**config.mk**
```make
export PLATFORM = sky130hd
export DESIGN_NAME = mc_pred_flat
export DESIGN_NICKNAME = d
export VERILOG_FILES = /design/src/rtl/mc_pkg.sv /design/src/rtl/mc_pred_if.sv /design/src/rtl/mc_area_buf.sv /design/src/rtl/mc_pred.sv /design/src/flat_wrapper.sv
export SDC_FILE = /design/constraint.sdc
export NUM_CORES = 1
export LEC_CHECK = 0
export ABC_AREA = 1
export BUFFER_PORTS_ARGS = -buffer_cell sky130_fd_sc_hd__buf_2
export CORE_UTILIZATION = 28
export DETAILED_ROUTE_END_ITERATION = 16
export PLACE_DENSITY = 0.43
export SLEW_MARGIN = 10
export SYNTH_ARGS = -nofsm -noshare
export SYNTH_HDL_FRONTEND = slang
export SYNTH_SLANG_ARGS = --single-unit
```
**constraint.sdc**
```tcl
create_clock -name clk -period 3.1 [get_ports clk]
set_input_delay 0.31 -clock clk [delete_from_list [all_inputs] [get_ports clk]]
set_output_delay 0.31 -clock clk [all_outputs]
set_load 0.1 [all_outputs]
```
**src/rtl/mc_pkg.sv**
```systemverilog
// Shared types, sizes and the vector clamp for the motion-compensation predictor.
// The optional residual output is enabled by defining MC_RESIDUAL_EN.
package mc_pkg;

    localparam int PIX_W    = 8;
    localparam int AREA_DIM = 8;
    localparam int BLK_DIM  = 4;
    localparam int AREA_PIX = AREA_DIM * AREA_DIM;
    localparam int BLK_PIX  = BLK_DIM * BLK_DIM;
    localparam int SR       = (AREA_DIM - BLK_DIM) / 2;
    localparam int AIDX_W   = $clog2(AREA_PIX);
    localparam int BIDX_W   = $clog2(BLK_PIX);

    typedef logic [PIX_W-1:0]  pix_t;
    typedef logic signed [2:0] vec_t;

    typedef enum logic [2:0] {
        IDLE,
        LOAD_AREA,
        WAIT_X,
        WAIT_Y,
        OUTPUT
    } state_t;

    localparam vec_t V_MAX = vec_t'(SR);
    localparam vec_t V_MIN = vec_t'(-SR);

    // The 3-bit field can encode 3 and -4/-3, which lie outside the search range.
    function automatic vec_t clamp_vec(input vec_t v);
        if (v > V_MAX) return V_MAX;
        if (v < V_MIN) return V_MIN;
        return v;
    endfunction

endpackage

```
**src/rtl/mc_pred_if.sv**
```systemverilog
// Pixel/vector stream bundle of the predictor; MC_RESIDUAL_EN adds the
// current-block input and the residual output.
interface mc_pred_if;
    import mc_pkg::*;

    // Valid-only streams: a beat is consumed on the rising edge where its valid
    // is high and the receiver is in a state that accepts it; there is no ready.
    logic   area_valid;
    pix_t   in_data;
    logic   vec_valid;
    vec_t   in_vector;
    logic   out_valid;
    pix_t   out_data;
    state_t dbg_state;
`ifdef MC_RESIDUAL_EN
    logic                    block_valid;
    logic signed [PIX_W:0]   out_resid;

    modport master (
        output area_valid, in_data, vec_valid, in_vector, block_valid,
        input  out_valid, out_data, dbg_state, out_resid
    );
    modport slave (
        input  area_valid, in_data, vec_valid, in_vector, block_valid,
        output out_valid, out_data, dbg_state, out_resid
    );
`else
    modport master (
        output area_valid, in_data, vec_valid, in_vector,
        input  out_valid, out_data, dbg_state
    );
    modport slave (
        input  area_valid, in_data, vec_valid, in_vector,
        output out_valid, out_data, dbg_state
    );
`endif

endinterface

```
**src/rtl/mc_area_buf.sv**
```systemverilog
// 64-entry search-area register file: one synchronous write port and one
// combinational read port.
module mc_area_buf
    import mc_pkg::*;
(
    input  logic              clk,
    input  logic              we,
    input  logic [AIDX_W-1:0] wr_idx,
    input  pix_t              wr_data,
    input  logic [AIDX_W-1:0] rd_idx,
    output pix_t              rd_data
);

    // Contents are deliberately left uncleared by reset; a fresh load overwrites them.
    pix_t mem [AREA_PIX];

    always_ff @(posedge clk) begin
        if (we) mem[wr_idx] <= wr_data;
    end

    assign rd_data = mem[rd_idx];

endmodule

```
**src/rtl/mc_pred.sv**
```systemverilog
// Motion-compensation predictor: load an 8x8 area and an (x,y) vector, then
// stream the selected 4x4 block. MC_RESIDUAL_EN adds current-minus-predicted output.
module mc_pred
    import mc_pkg::*;
(
    input  logic      clk,
    input  logic      rst,
    mc_pred_if.slave  bus
);

    state_t             state, state_next;
    logic [AIDX_W-1:0]  area_cnt;
    logic [BIDX_W-1:0]  out_cnt;
    vec_t               vec_x, vec_y;
    logic               area_we, x_we, y_we, out_step, out_last;
    logic [2:0]         row_base, col_base, row_pix, col_pix;
    logic [AIDX_W-1:0]  rd_idx;
    pix_t               pred_pix;

    always_comb begin
        state_next = state;
        area_we    = 1'b0;
        x_we       = 1'b0;
        y_we       = 1'b0;
        out_step   = 1'b0;
        out_last   = (out_cnt == BIDX_W'(BLK_PIX - 1));
        unique case (state)
            IDLE: begin
                if (bus.area_valid) begin
                    area_we    = 1'b1;
                    state_next = LOAD_AREA;
                end
            end
            LOAD_AREA: begin
                if (bus.area_valid) begin
                    area_we = 1'b1;
                    if (area_cnt == AIDX_W'(AREA_PIX - 1)) state_next = WAIT_X;
                end
            end
            WAIT_X: begin
                if (bus.vec_valid) begin
                    x_we       = 1'b1;
                    state_next = WAIT_Y;
                end
            end
            WAIT_Y: begin
                if (bus.vec_valid) begin
                    y_we       = 1'b1;
                    state_next = OUTPUT;
                end
            end
            OUTPUT: begin
                out_step = 1'b1;
                if (out_last) state_next = IDLE;
            end
            default: state_next = IDLE;
        endcase
    end

    // area_cnt is 0 in IDLE, so the first pixel lands at index 0 and the
    // count wraps back to 0 after pixel 63.
    always_ff @(posedge clk) begin
        if (rst) begin
            state    <= IDLE;
            area_cnt <= '0;
            out_cnt  <= '0;
            vec_x    <= '0;
            vec_y    <= '0;
        end else begin
            state <= state_next;
            if (area_we)  area_cnt <= area_cnt + 1'b1;
            if (x_we)     vec_x    <= clamp_vec(bus.in_vector);
            if (y_we)     vec_y    <= clamp_vec(bus.in_vector);
            if (out_step) out_cnt  <= out_cnt + 1'b1;
        end
    end

    // y is positive upward, so the block row moves up as y grows.
    assign col_base = 3'(SR) + $unsigned(vec_x);
    assign row_base = 3'(SR) - $unsigned(vec_y);
    assign row_pix  = row_base + {1'b0, out_cnt[3:2]};
    assign col_pix  = col_base + {1'b0, out_cnt[1:0]};
    assign rd_idx   = {row_pix, col_pix};

    mc_area_buf u_area_buf (
        .clk     (clk),
        .we      (area_we),
        .wr_idx  (area_cnt),
        .wr_data (bus.in_data),
        .rd_idx  (rd_idx),
        .rd_data (pred_pix)
    );

    assign bus.out_valid = (state == OUTPUT);
    assign bus.out_data  = bus.out_valid ? pred_pix : '0;
    assign bus.dbg_state = state;

`ifdef MC_RESIDUAL_EN
    pix_t              blk_mem [BLK_PIX];
    logic [BIDX_W-1:0] blk_cnt;
    logic              blk_we;

    assign blk_we = bus.block_valid && (state != OUTPUT);

    always_ff @(posedge clk) begin
        if (rst)                      blk_cnt <= '0;
        else if (out_step && out_last) blk_cnt <= '0;
        else if (blk_we)              blk_cnt <= blk_cnt + 1'b1;
    end

    always_ff @(posedge clk) begin
        if (blk_we) blk_mem[blk_cnt] <= bus.in_data;
    end

    assign bus.out_resid = bus.out_valid
        ? ($signed({1'b0, blk_mem[out_cnt]}) - $signed({1'b0, pred_pix}))
        : '0;
`endif

endmodule

```
**src/flat_wrapper.sv**
```systemverilog
// flat-port wrapper written by rule: the top's interface ports become plain ports
module mc_pred_flat import mc_pkg::*;
  (clk, rst, bus_area_valid, bus_in_data, bus_vec_valid, bus_in_vector, bus_out_valid, bus_out_data, bus_dbg_state);
  mc_pred_if bus_i ();
  input  logic clk;
  input  logic rst;
  input wire logic [$bits(bus_i.area_valid)-1:0] bus_area_valid;
  input wire logic [$bits(bus_i.in_data)-1:0] bus_in_data;
  input wire logic [$bits(bus_i.vec_valid)-1:0] bus_vec_valid;
  input wire logic [$bits(bus_i.in_vector)-1:0] bus_in_vector;
  output wire logic [$bits(bus_i.out_valid)-1:0] bus_out_valid;
  output wire logic [$bits(bus_i.out_data)-1:0] bus_out_data;
  output wire logic [$bits(bus_i.dbg_state)-1:0] bus_dbg_state;
  assign bus_i.area_valid = bus_area_valid;
  assign bus_i.in_data = bus_in_data;
  assign bus_i.vec_valid = bus_vec_valid;
  assign bus_i.in_vector = bus_in_vector;
  assign bus_out_valid = bus_i.out_valid;
  assign bus_out_data = bus_i.out_data;
  assign bus_dbg_state = bus_i.dbg_state;
  mc_pred u_core (.clk(clk), .rst(rst), .bus(bus_i));
endmodule
```
Word level (Yosys, flattened, before mapping) --
Memory sizes are Yosys's and may differ from the RTL's. Cells that the tools add are included.
Operators by class: $add $sub $neg 6, order comparisons 2, equal/unequal tests 12, muxes and demuxes 34, reduce and logical (&&, ||, !) cells 3
Operators with widths (number):
- 2-to-1 mux 3 bit | 12
- 2-to-1 mux 1 bit | 20
- case mux 3 bit (5 select lines) | 1
- inequality test 2 bit (second input constant) | 5
- 2-to-1 mux 8 bit | 1
- adder 3 x 2 -> 3 bit | 2
- adder 6 x 1 -> 6 bit (second input constant) | 1
- equality test 3 x 2 -> 1 bit (second input constant) | 2
- equality test 6 bit (second input constant) | 1
- AND reduction 6 bit | 1
- adder 4 x 1 -> 4 bit (second input constant) | 1
- equality test 4 bit (second input constant) | 1
- adder 2 x 3 -> 3 bit (first input constant) | 1
- equality test 3 x 1 -> 1 bit (second input constant) | 1
- equality test 3 bit (second input constant) | 1
- greater-than comparator 3 bit (second input constant) | 1
- logical NOT 3 bit | 1
- < comparator 3 x 2 -> 1 bit (second input constant) | 1
- subtractor 2 x 3 -> 3 bit (first input constant) | 1
- inequality test 2 x 1 -> 1 bit (second input constant) | 1
- OR reduction 2 bit | 1
Storage, ports and cells: flip-flop bits (word level) 19, memory bits (writable) 512, bits of input ports 15, output and inout port bits 12, word-level logic and storage cells 63, memories 1
Memories:
- u_core.u_area_buf.mem | depth 64, width 8, rd ports 1, clocked after Yosys merged registers in 0, write ports 1, line mc_area_buf.sv:15 | pix_t mem [AREA_PIX];

Depth between registers and ports, before layout --
Gate-level depths: netlist of the first run.
depth after elaboration 9, mapped depth 16, gate-level depth less buffers 15

By module --
From an unflattened synthesis of the first run, not the netlist that was laid out.
Second synthesis, totals: cells, all modules 1954, area total of the unflattened synthesis 22255.1 um^2
By module, submodules not included:
- mc_area_buf | times used 1, cells each 1797, area an instance 21179.1 um^2, sequential area each 15374.7 um^2
- mc_pred | times used 1, cells each 157, area an instance 1076.0 um^2, sequential area each 380.4 um^2

Worst setup path before layout of the first run --
OpenSTA, ideal clock, no wires.
path type register to output, from register u_core.state[2], in the netlist u_core.bus.dbg_state[2], to output bus_out_data[0], data arrival time 3.342 ns, required time 2.790 ns, path slack -0.552 ns, stages on the path, launching flop included 6, path buffers 1, path through dfxtp_1 -> inv_1 -> nor3_2 -> buf_2 -> nand2_1 -> nor2_1
On the way: longest elaborated chain between the ends 2
RTL lines:
- from (decl) | line mc_pred.sv:11 | state_t state, state_next;
- from (signal assigned) | line mc_pred.sv:70 | state <= state_next;
- equality test 3 bit | line mc_pred.sv:94 | assign bus.out_valid = (state == OUTPUT);
- net bus_out_valid | line flat_wrapper.sv:11 | output wire logic [$bits(bus_i.out_valid)-1:0] bus_out_valid;
- 2-to-1 mux 8 bit | line mc_pred.sv:95 | assign bus.out_data = bus.out_valid ? pred_pix : '0;
- to (decl) | line flat_wrapper.sv:12 | output wire logic [$bits(bus_i.out_data)-1:0] bus_out_data;
The timed path passes the listed nets, and every way through them passes these cells.

Worst setup path after layout of the first run --
from register u_core.out_cnt[1], to output bus_out_data[7]
On the way: longest elaborated chain between the ends 3
RTL lines:
- from (decl) | line mc_pred.sv:13 | logic [BIDX_W-1:0] out_cnt;
- from (signal assigned) | line mc_pred.sv:74 | if (out_step) out_cnt <= out_cnt + 1'b1;
- adder 3 x 2 -> 3 bit | line mc_pred.sv:82 | assign col_pix = col_base + {1'b0, out_cnt[1:0]};
- memory (64 x 8 bit)
- 2-to-1 mux 8 bit | line mc_pred.sv:95
Every way passes these cells.

==> results of run 1 <==
[worst paths after layout]
path | startpoint | end | slack (ps)
worst min-delay path | bus_area_valid | u_core.area_cnt[1] | 190
worst max register to register | u_core.bus.dbg_state[1] | u_core.u_area_buf.mem[29][4] | 640
worst min register to register | u_core.out_cnt[2] | u_core.out_cnt[2] | 460
worst max-delay path | u_core.out_cnt[1] | bus_out_data[7] | -330
[cell families after synthesis]
kind of cell / after synthesis / synth area share, %
adders and majority gates: 8 / 0.434
xor gates and xnor gates: 2 / 0.109
buffers and inverters: 338 / 6.70
AOI/OAI and AO/OA: 65 / 1.47
DFF: 531 / 68.4
and+or+nand+nor: 1230 / 22.9
[cells in the final DEF (no fill, tap or decap), types with 8 or more instances in the layout]
| master | count |
|---|---|
| sky130_fd_sc_hd__buf_12 | 38 |
| sky130_fd_sc_hd__or2_0 | 13 |
| sky130_fd_sc_hd__or2_2 | 30 |
| sky130_fd_sc_hd__clkinv_2 | 13 |
| sky130_fd_sc_hd__buf_2 | 18 |
| sky130_fd_sc_hd__nand2_2 | 36 |
| sky130_fd_sc_hd__clkbuf_16 | 72 |
| sky130_fd_sc_hd__nand2_1 | 586 |
| sky130_fd_sc_hd__dfxtp_1 | 16 |
| sky130_fd_sc_hd__buf_4 | 103 |
| sky130_fd_sc_hd__o21ai_0 | 47 |
| sky130_fd_sc_hd__nor2_4 | 22 |
| sky130_fd_sc_hd__nand3_1 | 259 |
| sky130_fd_sc_hd__a21oi_1 | 11 |
| sky130_fd_sc_hd__inv_1 | 220 |
| sky130_fd_sc_hd__buf_16 | 10 |
| sky130_fd_sc_hd__nor2_2 | 8 |
| sky130_fd_sc_hd__nand3_2 | 98 |
| sky130_fd_sc_hd__or2_1 | 21 |
| sky130_fd_sc_hd__nor2_1 | 133 |
| sky130_fd_sc_hd__edfxtp_1 | 512 |
[power by group through the flow]
stage	Sequential (mW)	Combinational, mW	Clock [mW]
2_1_floorplan	8.24	2.99	0
3_3_place_gp	8.15	5.00	0
3_5_place_dp	8.16	4.97	0
4_1_cts	8.01	5.57	6.91
5_1_grt	8.02	7.11	7.16
6_report	8.01	6.60	6.75
[worst register-to-register path: stages (launching register included)]
cell and delay, ps:
sky130_fd_sc_hd__dfxtp_1 370, sky130_fd_sc_hd__inv_2 110, sky130_fd_sc_hd__nand2_1 100, sky130_fd_sc_hd__nor2_4 220, sky130_fd_sc_hd__inv_2 100, sky130_fd_sc_hd__nor2_2 170, sky130_fd_sc_hd__nand3_1 130, sky130_fd_sc_hd__buf_4 230
sky130_fd_sc_hd__nor2_1 630
[what timing repair did]
| item | 4_1_cts | 5_1_grt |
|---|---|---|
| resized for setup | 77 | 162 |
| buffers inserted | 7 | 14 |
| setup endpoints to repair | 8 | 8 |
| endpoints found under the hold margin | 17 | 0 |
| cloned | 8 | 17 |
| pin swaps | 34 | 55 |
| hold buffers | 7 | 0 |
[metal layers]
layer	global-route usage [%]	wire [um]	vias up
met5	0	0	-
met4	4.62	1540	0
met3	2.79	3900	88
met2	26.6	33600	377
met1	23.5	33500	7899
li1	-	-	7556
[area by class of cell]
type	count	area, um^2	area share [%]
Antenna cell	1	2.50	0.00866
Clock buffer	67	1540	5.32
Multi-Input combinational cell	1305	6660	23.0
Tap cell	1060	1330	4.59
Inverter	228	896	3.10
Timing Repair inverter	1	11.3	0.0390
Sequential cell	531	15800	54.5
Clock inverter	31	278	0.961
Timing Repair Buffer	200	2420	8.39
[sequential cells by signal, summed over array words and instances (netlist names)]
name / cells
u_core.area_cnt: 6
u_core.bus.dbg_state: 3
u_core.out_cnt: 4
u_core.u_area_buf.mem: 512
u_core.vec_x: 3
u_core.vec_y: 3
==> tab_implementation.tex, run 1 <==
\begin{tabular}{lr}
\hline
Metric & Value \\
\hline
\multicolumn{2}{l}{\textbf{Global route}} \\
\quad Initial antenna violation count & 0 \\
\quad Number of global-route vias before repair & around 15000 \\
\quad First-pass GRT wire length & 103000 um \\
\quad Total routing usage reported by global routing & 16.7\% \\
\quad Pin count of the biggest net entering global routing & 65 \\
\quad Global route overflow & 0 \\
\multicolumn{2}{l}{\textbf{Cells and area}} \\
\quad Finished Cell Area & 0.0289 mm\^{}2 \\
\quad Final core occ & 35.7\% \\
\quad Fraction of layout instances using a drive strength above 1 & 21.3\% \\
\quad FILL cells & around 8000 \\
\quad Layout overhead on the synthesized area & 25.4\% \\
\quad Number of standard cells in the layout, taps in and fillers out & 3424 \\
\quad Post-layout nets & approximately 2300 \\
\multicolumn{2}{l}{\textbf{Die}} \\
\quad Area of the die & about 0.083 mm\^{}2 \\
\quad Total core area & 0.0809 mm\^{}2 \\
\quad Standard-cell rows & 104 \\
\quad Die Y-Extent & 289 um \\
\quad Die Span X & 289 um \\
\quad Count of boundary I/O pins & 27 \\
\quad Initial core utilization & 28.5\% \\
\multicolumn{2}{l}{\textbf{STA}} \\
\quad Post-route fraction of the period consumed by the critical path & 111\% \\
\quad Final setup skew & 33.7 ps \\
\quad Setup repair after global routing missed its margin & yes \\
\quad Actual transition at the worst max-transition pin & between 900 and 1000 ps \\
\quad Final critical delay including setup and external delays & roughly 3400 ps \\
\quad Setup ws final & -332 ps \\
\quad Number of endpoints with negative hold slack in the final report & 0 \\
\quad Fin Hold WS & 191 ps \\
\quad Max Fclk & 0.291 GHz \\
\quad Worst slew margin & around 39\% \\
\quad Final setup violation count & 8 \\
\quad Fin. max-slew vios & 0 \\
\quad Setup TNS Final & -2550 ps \\
\multicolumn{2}{l}{\textbf{Place}} \\
\quad Worst slack at placement & 56.3 ps \\
\quad Post-placement cell area & around 0.025 mm\^{}2 \\
\quad Final weighted congestion in routability-driven placement & 0.805 \\
\quad Total instance count after detailed placement & 3275 \\
\quad Post-detailed-placement half-perimeter wirelength & approximately 42000 um \\
\quad Number of buffer cells added on primary ports & 26 \\
\multicolumn{2}{l}{\textbf{Critical path}} \\
\quad Worst-path cell chain & inv\_4 > ha\_4 > inv\_2 > ha\_4 > buf\_12 > clkinv\_16 > buf\_16 > buf\_4 > nand3\_2 > nand3\_2 > nand3\_2 > nand2\_2 > nor2\_4 > nor2\_4 > nor2\_4 > buf\_12 \\
\quad Standard cell with the maximum stage delay on the critical path & sky130\_fd\_sc\_hd\_\_dfxtp\_2 \\
\quad Crit path DAT & around 3100 ps \\
\quad Largest stage delay, worst path & $\sim$350 ps \\
\quad Largest driver fanout on the critical path & 6 \\
\quad Kind of launch point of the worst setup path & flip-flop \\
\quad Number of stages on the worst setup path & 16 \\
\quad Count of cells along the worst register-to-register path & 8 \\
\quad Kind of end point of the critical path & output port \\
\quad Kind of cell adding the most delay to the critical path & buffers and inverters \\
\quad Data required time of the critical path & 2790 ps \\
\quad Count of buffering cells on the critical path with inverters included & 7 \\
\quad Path type of the worst setup path & reg2out \\
\multicolumn{2}{l}{\textbf{Power}} \\
\quad Switching power share of the total & between 30 and 40\% \\
\quad Peak ir drop on the vdd network & 0.515 mV \\
\quad Internal power contribution & 14.2 mW \\
\quad Part of the total power dissipated in the clock network & between 30\% and 40\% \\
\quad Comb pwr share & 30.9\% \\
\quad Leakage dissipation & 11.0 nW \\
\quad Sequential cell fraction of total power & a little under two fifths \\
\quad Power density over cell area & 739 mW/mm\^{}2 \\
\quad NetSw & 7.21 mW \\
\quad Power consumption & 21.4 mW \\
\multicolumn{2}{l}{\textbf{Route}} \\
\quad Iteration-0 DRC count of the detailed router & 1366 \\
\quad Wire length after detailed routing & 72500 um \\
\quad Remaining design rule violation count & 0 \\
\quad Wire per inst & 21.2 um \\
\quad Via Count & 15900 \\
\quad Per-cell via count in the routed design & 4.65 \\
\quad Final ANT Viol Nets & 0 \\
\quad First drt pass iteration count & 5 \\
\multicolumn{2}{l}{\textbf{Min path}} \\
\quad Worst hold-check path type & in2reg \\
\quad Hold path depth & 5 \\
\multicolumn{2}{l}{\textbf{Logic synthesis}} \\
\quad Area fraction of the dominant cell type after synthesis & 66.7\% \\
\quad Library cell with the highest instance count after synthesis & sky130\_fd\_sc\_hd\_\_nand2\_1 \\
\quad Synth unique cells & 34 \\
\quad Number of nets produced by synthesis & 2197 \\
\quad Sequential element share of the synthesized area & 68.4\% \\
\quad Count of flip-flops with a built-in enable after synthesis & between 500 and 600 \\
\quad Mean post-synth cell area & approximately 11 um\^{}2 \\
\quad Summed instance area of the synthesized netlist & 0.0230 mm\^{}2 \\
\quad Flip-flop and latch count after synthesis & 531 \\
\quad Top flip-flop cell by instance count after synthesis & sky130\_fd\_sc\_hd\_\_edfxtp\_1 \\
\quad Warning count from the yosys run & 0 \\
\quad Gate count after technology mapping & 2174 \\
\quad Async SR Flop Fraction & 0\% \\
\quad Library cell with the largest summed area after synthesis & sky130\_fd\_sc\_hd\_\_edfxtp\_1 \\
\quad Cell types with the highest counts after synthesis & 625 x sky130\_fd\_sc\_hd\_\_nand2\_1, 512 x sky130\_fd\_sc\_hd\_\_edfxtp\_1, 364 x sky130\_fd\_sc\_hd\_\_nand3\_1 \\
\quad Top post-synthesis cells by area & sky130\_fd\_sc\_hd\_\_edfxtp\_1 67\%, sky130\_fd\_sc\_hd\_\_nand2\_1 10\%, sky130\_fd\_sc\_hd\_\_nand3\_1 7.9\% \\
\multicolumn{2}{l}{\textbf{Run status}} \\
\quad Outcome & complete, but fails checks \\
\quad Violations in the final reports & negative setup slack \\
\multicolumn{2}{l}{\textbf{Clock network}} \\
\quad Root Buffer Master & sky130\_fd\_sc\_hd\_\_clkbuf\_16 \\
\quad Clk pin slew, worst setup/hold paths & $\sim$60 ps \\
\quad Clock tree from TritonCTS & yes \\
\quad CTS Buf Count & 59 \\
\quad Bufs on Longest Clock Path & 3 \\
\quad Clock latency at the later pin of the worst-skew pair & 630 ps \\
\quad Count of clock tree sinks & 531 \\
\quad Deepest level of the CTS H-tree & 2 \\
\multicolumn{2}{l}{\textbf{Flow run}} \\
\quad Count of max-cap constraint violations & 0 \\
\hline
\end{tabular}
(Power assumes the default switching activity.)
==> inputs of run 2 (changes only) <==
PLACE_DENSITY = default   (was 0.43)
==> tab_implementation.tex, run 2 (synthesis results as in run 1) <==
\begin{tabular}{lr}
\hline
Metric & Value \\
\hline
\multicolumn{2}{l}{\textbf{Run status}} \\
\quad Outcome & complete, but fails checks \\
\quad Violations in the final reports & negative setup slack \\
\multicolumn{2}{l}{\textbf{Critical path}} \\
\quad Kind of launch point of the worst setup path & flip-flop \\
\quad Path type of the worst setup path & reg2out \\
\quad Worst-path cell chain & inv\_2 > ha\_4 > inv\_2 > ha\_4 > buf\_12 > buf\_4 > buf\_12 > nand3\_1 > nand2\_1 > nand2\_1 > nand3\_1 > nand3\_2 > nand2\_1 > nor2\_2 > nor2\_4 > buf\_12 \\
\quad Largest stage delay, worst path & 340 ps (about the same) \\
\quad Crit path DAT & 3040 ps (-80 ps) \\
\quad Kind of cell adding the most delay to the critical path & simple AND/OR/NAND/NOR gates \\
\quad Count of buffering cells on the critical path with inverters included & 6 (-1) \\
\quad Kind of end point of the critical path & output port \\
\quad Largest driver fanout on the critical path & 6 (unchanged) \\
\quad Standard cell with the maximum stage delay on the critical path & sky130\_fd\_sc\_hd\_\_dfxtp\_2 \\
\quad Data required time of the critical path & 2790 ps (about the same) \\
\multicolumn{2}{l}{\textbf{STA}} \\
\quad Max Fclk & 0.298 GHz (+2.3\%) \\
\quad Number of endpoints with negative hold slack in the final report & 0 (unchanged) \\
\quad Final setup violation count & 8 (unchanged) \\
\quad Final critical delay including setup and external delays & 3350 ps (-78.5 ps) \\
\quad Actual transition at the worst max-transition pin & 962 ps (+54.9 ps) \\
\quad Final setup skew & 27.3 ps (-6.36 ps) \\
\quad Post-route fraction of the period consumed by the critical path & 108\% (-2.5 points) \\
\quad Fin. max-slew vios & 0 (unchanged) \\
\quad Worst slew margin & 35.9\% (-3.4 points) \\
\quad Setup repair after global routing missed its margin & yes \\
\quad Setup ws final & -254 ps (+78.5 ps) \\
\multicolumn{2}{l}{\textbf{Route}} \\
\quad Wire per inst & 18.4 um (-13\%) \\
\quad Per-cell via count in the routed design & 4.65 (+0.11\%) \\
\quad Iteration-0 DRC count of the detailed router & 1785 (+31\%) \\
\quad First drt pass iteration count & 7 (+2) \\
\quad Via Count & 15900 (-0.094\%) \\
\quad Wire length after detailed routing & 62800 um (-13\%) \\
\quad Final ANT Viol Nets & 0 (unchanged) \\
\quad Remaining design rule violation count & 0 (unchanged) \\
\multicolumn{2}{l}{\textbf{Power}} \\
\quad Sequential cell fraction of total power & 38.3\% (+0.8 points) \\
\quad NetSw & 6.66 mW (-7.6\%) \\
\quad Comb pwr share & 27.9\% (-3.0 points) \\
\quad Peak ir drop on the vdd network & 0.632 mV (+23\%) \\
\quad Power consumption & 20.9 mW (-2.1\%) \\
\quad Part of the total power dissipated in the clock network & 33.8\% (+2.2 points) \\
\quad Leakage dissipation & 10.9 nW (-1.5\%) \\
\quad Internal power contribution & 14.3 mW (+0.73\%) \\
\quad Power density over cell area & 740 mW/mm\^{}2 (about the same) \\
\quad Switching power share of the total & 31.8\% (-1.9 points) \\
\multicolumn{2}{l}{\textbf{Min path}} \\
\quad Worst hold-check path type & in2reg \\
\multicolumn{2}{l}{\textbf{Global route}} \\
\quad Pin count of the biggest net entering global routing & 65 (unchanged) \\
\quad Number of global-route vias before repair & 15200 (-1.3\%) \\
\quad Initial antenna violation count & 0 (unchanged) \\
\quad Global route overflow & 0 (unchanged) \\
\quad First-pass GRT wire length & 92800 um (-9.5\%) \\
\quad Total routing usage reported by global routing & 14.6\% (-2.1 points) \\
\multicolumn{2}{l}{\textbf{Clock network}} \\
\quad Count of clock tree sinks & 531 (unchanged) \\
\quad Root Buffer Master & sky130\_fd\_sc\_hd\_\_clkbuf\_16 \\
\quad Clock latency at the later pin of the worst-skew pair & 620 ps (about the same) \\
\quad Bufs on Longest Clock Path & 3 (unchanged) \\
\quad Deepest level of the CTS H-tree & 2 (unchanged) \\
\quad CTS Buf Count & 57 (-3.4\%) \\
\quad Clk pin slew, worst setup/hold paths & 60 ps (about the same) \\
\quad Clock tree from TritonCTS & yes \\
\multicolumn{2}{l}{\textbf{Place}} \\
\quad Final weighted congestion in routability-driven placement & 0.850 (+5.6\%) \\
\quad Number of buffer cells added on primary ports & 26 (unchanged) \\
\quad Post-detailed-placement half-perimeter wirelength & 37100 um (-11\%) \\
\quad Total instance count after detailed placement & 3270 (-0.15\%) \\
\multicolumn{2}{l}{\textbf{Die}} \\
\quad Die Y-Extent & 289 um (unchanged) \\
\quad Count of boundary I/O pins & 27 (unchanged) \\
\quad Initial core utilization & 28.5\% (unchanged) \\
\quad Area of the die & 0.0834 mm\^{}2 (unchanged) \\
\quad Die Span X & 289 um (unchanged) \\
\quad Total core area & 0.0809 mm\^{}2 (unchanged) \\
\quad Standard-cell rows & 104 (unchanged) \\
\multicolumn{2}{l}{\textbf{Cells and area}} \\
\quad Final core occ & 34.9\% (-0.75 points) \\
\quad Max FFs per register & 512 (unchanged) \\
\quad Regs by FF count & u\_core.u\_area\_buf.mem: 512 flops, u\_core.area\_cnt: 6 flops, u\_core.out\_cnt: 4 flops \\
\quad Number of standard cells in the layout, taps in and fillers out & 3417 (-0.20\%) \\
\quad Ant. Diodes & 0 (-1) \\
\quad Layout overhead on the synthesized area & 22.8\% \\
\quad Fraction of layout instances using a drive strength above 1 & 17.1\% (-4.2 points) \\
\quad Commonest cells after routing, fill and taps aside & 615 x sky130\_fd\_sc\_hd\_\_nand2\_1, 512 x sky130\_fd\_sc\_hd\_\_edfxtp\_1, 315 x sky130\_fd\_sc\_hd\_\_nand3\_1, 221 x sky130\_fd\_sc\_hd\_\_inv\_1, 139 x sky130\_fd\_sc\_hd\_\_nor2\_1 \\
\quad Register containing the most flip-flops in the final layout & u\_core.u\_area\_buf.mem \\
\quad Post-layout nets & 2336 (-0.55\%) \\
\quad Most common cell after layout, fill and taps aside & sky130\_fd\_sc\_hd\_\_nand2\_1 \\
\multicolumn{2}{l}{\textbf{Flow run}} \\
\quad Count of max-cap constraint violations & 0 (unchanged) \\
\hline
\end{tabular}
-- run 2: cell types whose count changed in the layout (fill, tap and decap cells not counted), sizes merged, moves of 2 or more --
cell         before  now
buf             179  176
bufbuf            0    2
bufinv            4   10
clkbuf           81   70
clkinvlp          7    4
dlygate4sd3       7    5
inv             229  233
-- run 2: worst paths after layout --
| path | startpoint | to | slack, ps | depth (start not counted) |
|---|---|---|---|---|
| worst min register to register | u_core.out_cnt[2] | u_core.out_cnt[2] | 470 | 1 |
| worst min-delay path | bus_in_vector[2] | u_core.vec_y[2] | 60 | 3 |
| worst max-delay path | u_core.vec_x[1] | bus_out_data[7] | -250 | 16 |
| worst max register to register | u_core.bus.dbg_state[1] | u_core.u_area_buf.mem[12][3] | 640 | 5 |
-- run 2: what timing repair did --
item	in CTS	in global routing
hold buffers	5	0
pin swaps	28	24
gates resized for setup	82	28
gates cloned	7	7
endpoints found under the hold margin	6	0
endpoints found under the setup margin	8	8
setup buffers	17	8
-- run 2: power by group through the flow --
stage | combinational [mW] | sequential, mW | clock, mW
after floorplan | 2.99 | 8.24 | 0
after global placement | 4.75 | 8.16 | 0
after detailed placement | 4.76 | 8.16 | 0
after CTS | 5.41 | 8.01 | 7.17
after global routing | 6.27 | 8.01 | 7.42
final | 5.84 | 8.01 | 7.07
-- run 2: layer usage --
layer  up-vias  wire length, um  GRT usage (%)
li1       7518                -              -
met1      7704            28000           20.9
met2       587            29100           23.4
met3        96             4260           1.65
met4         0             1420           4.16
met5         -                0              0
-- run 2: final cells by class --
cell class              count  area, um^2
clock buffers              64        1450
clock inverters            39         479
fillers                  7954       52700
inverters                 228         880
multi-input cells        1305        6240
flip-flops and latches    531       15800
well taps                1060        1330
repair buffers            189        2140
repair inverters            1        8.76
-- run 2: stage by stage --
stage | hold WS [ps] | instance area [um^2] | TNS (ps) | setup WS, ps
3_3_place_gp | 450 | 25200 | 0 | 118
2_1_floorplan | 409 | 23100 | 0 | 145
6_report | 57.8 | 28300 | -1650 | -254
5_1_grt | 79.6 | 28300 | -2560 | -337
3_5_place_dp | 459 | 25200 | 0 | 132
4_1_cts | 27.5 | 27900 | -1850 | -262
-- run 2: worst reg2reg max path, cell delays in order (launching register included) --
cell and delay (ps):
sky130_fd_sc_hd__dfxtp_1 370, sky130_fd_sc_hd__inv_2 100, sky130_fd_sc_hd__nand2_1 110, sky130_fd_sc_hd__nor2_4 220, sky130_fd_sc_hd__nand4_1 480, sky130_fd_sc_hd__nor2_1 800
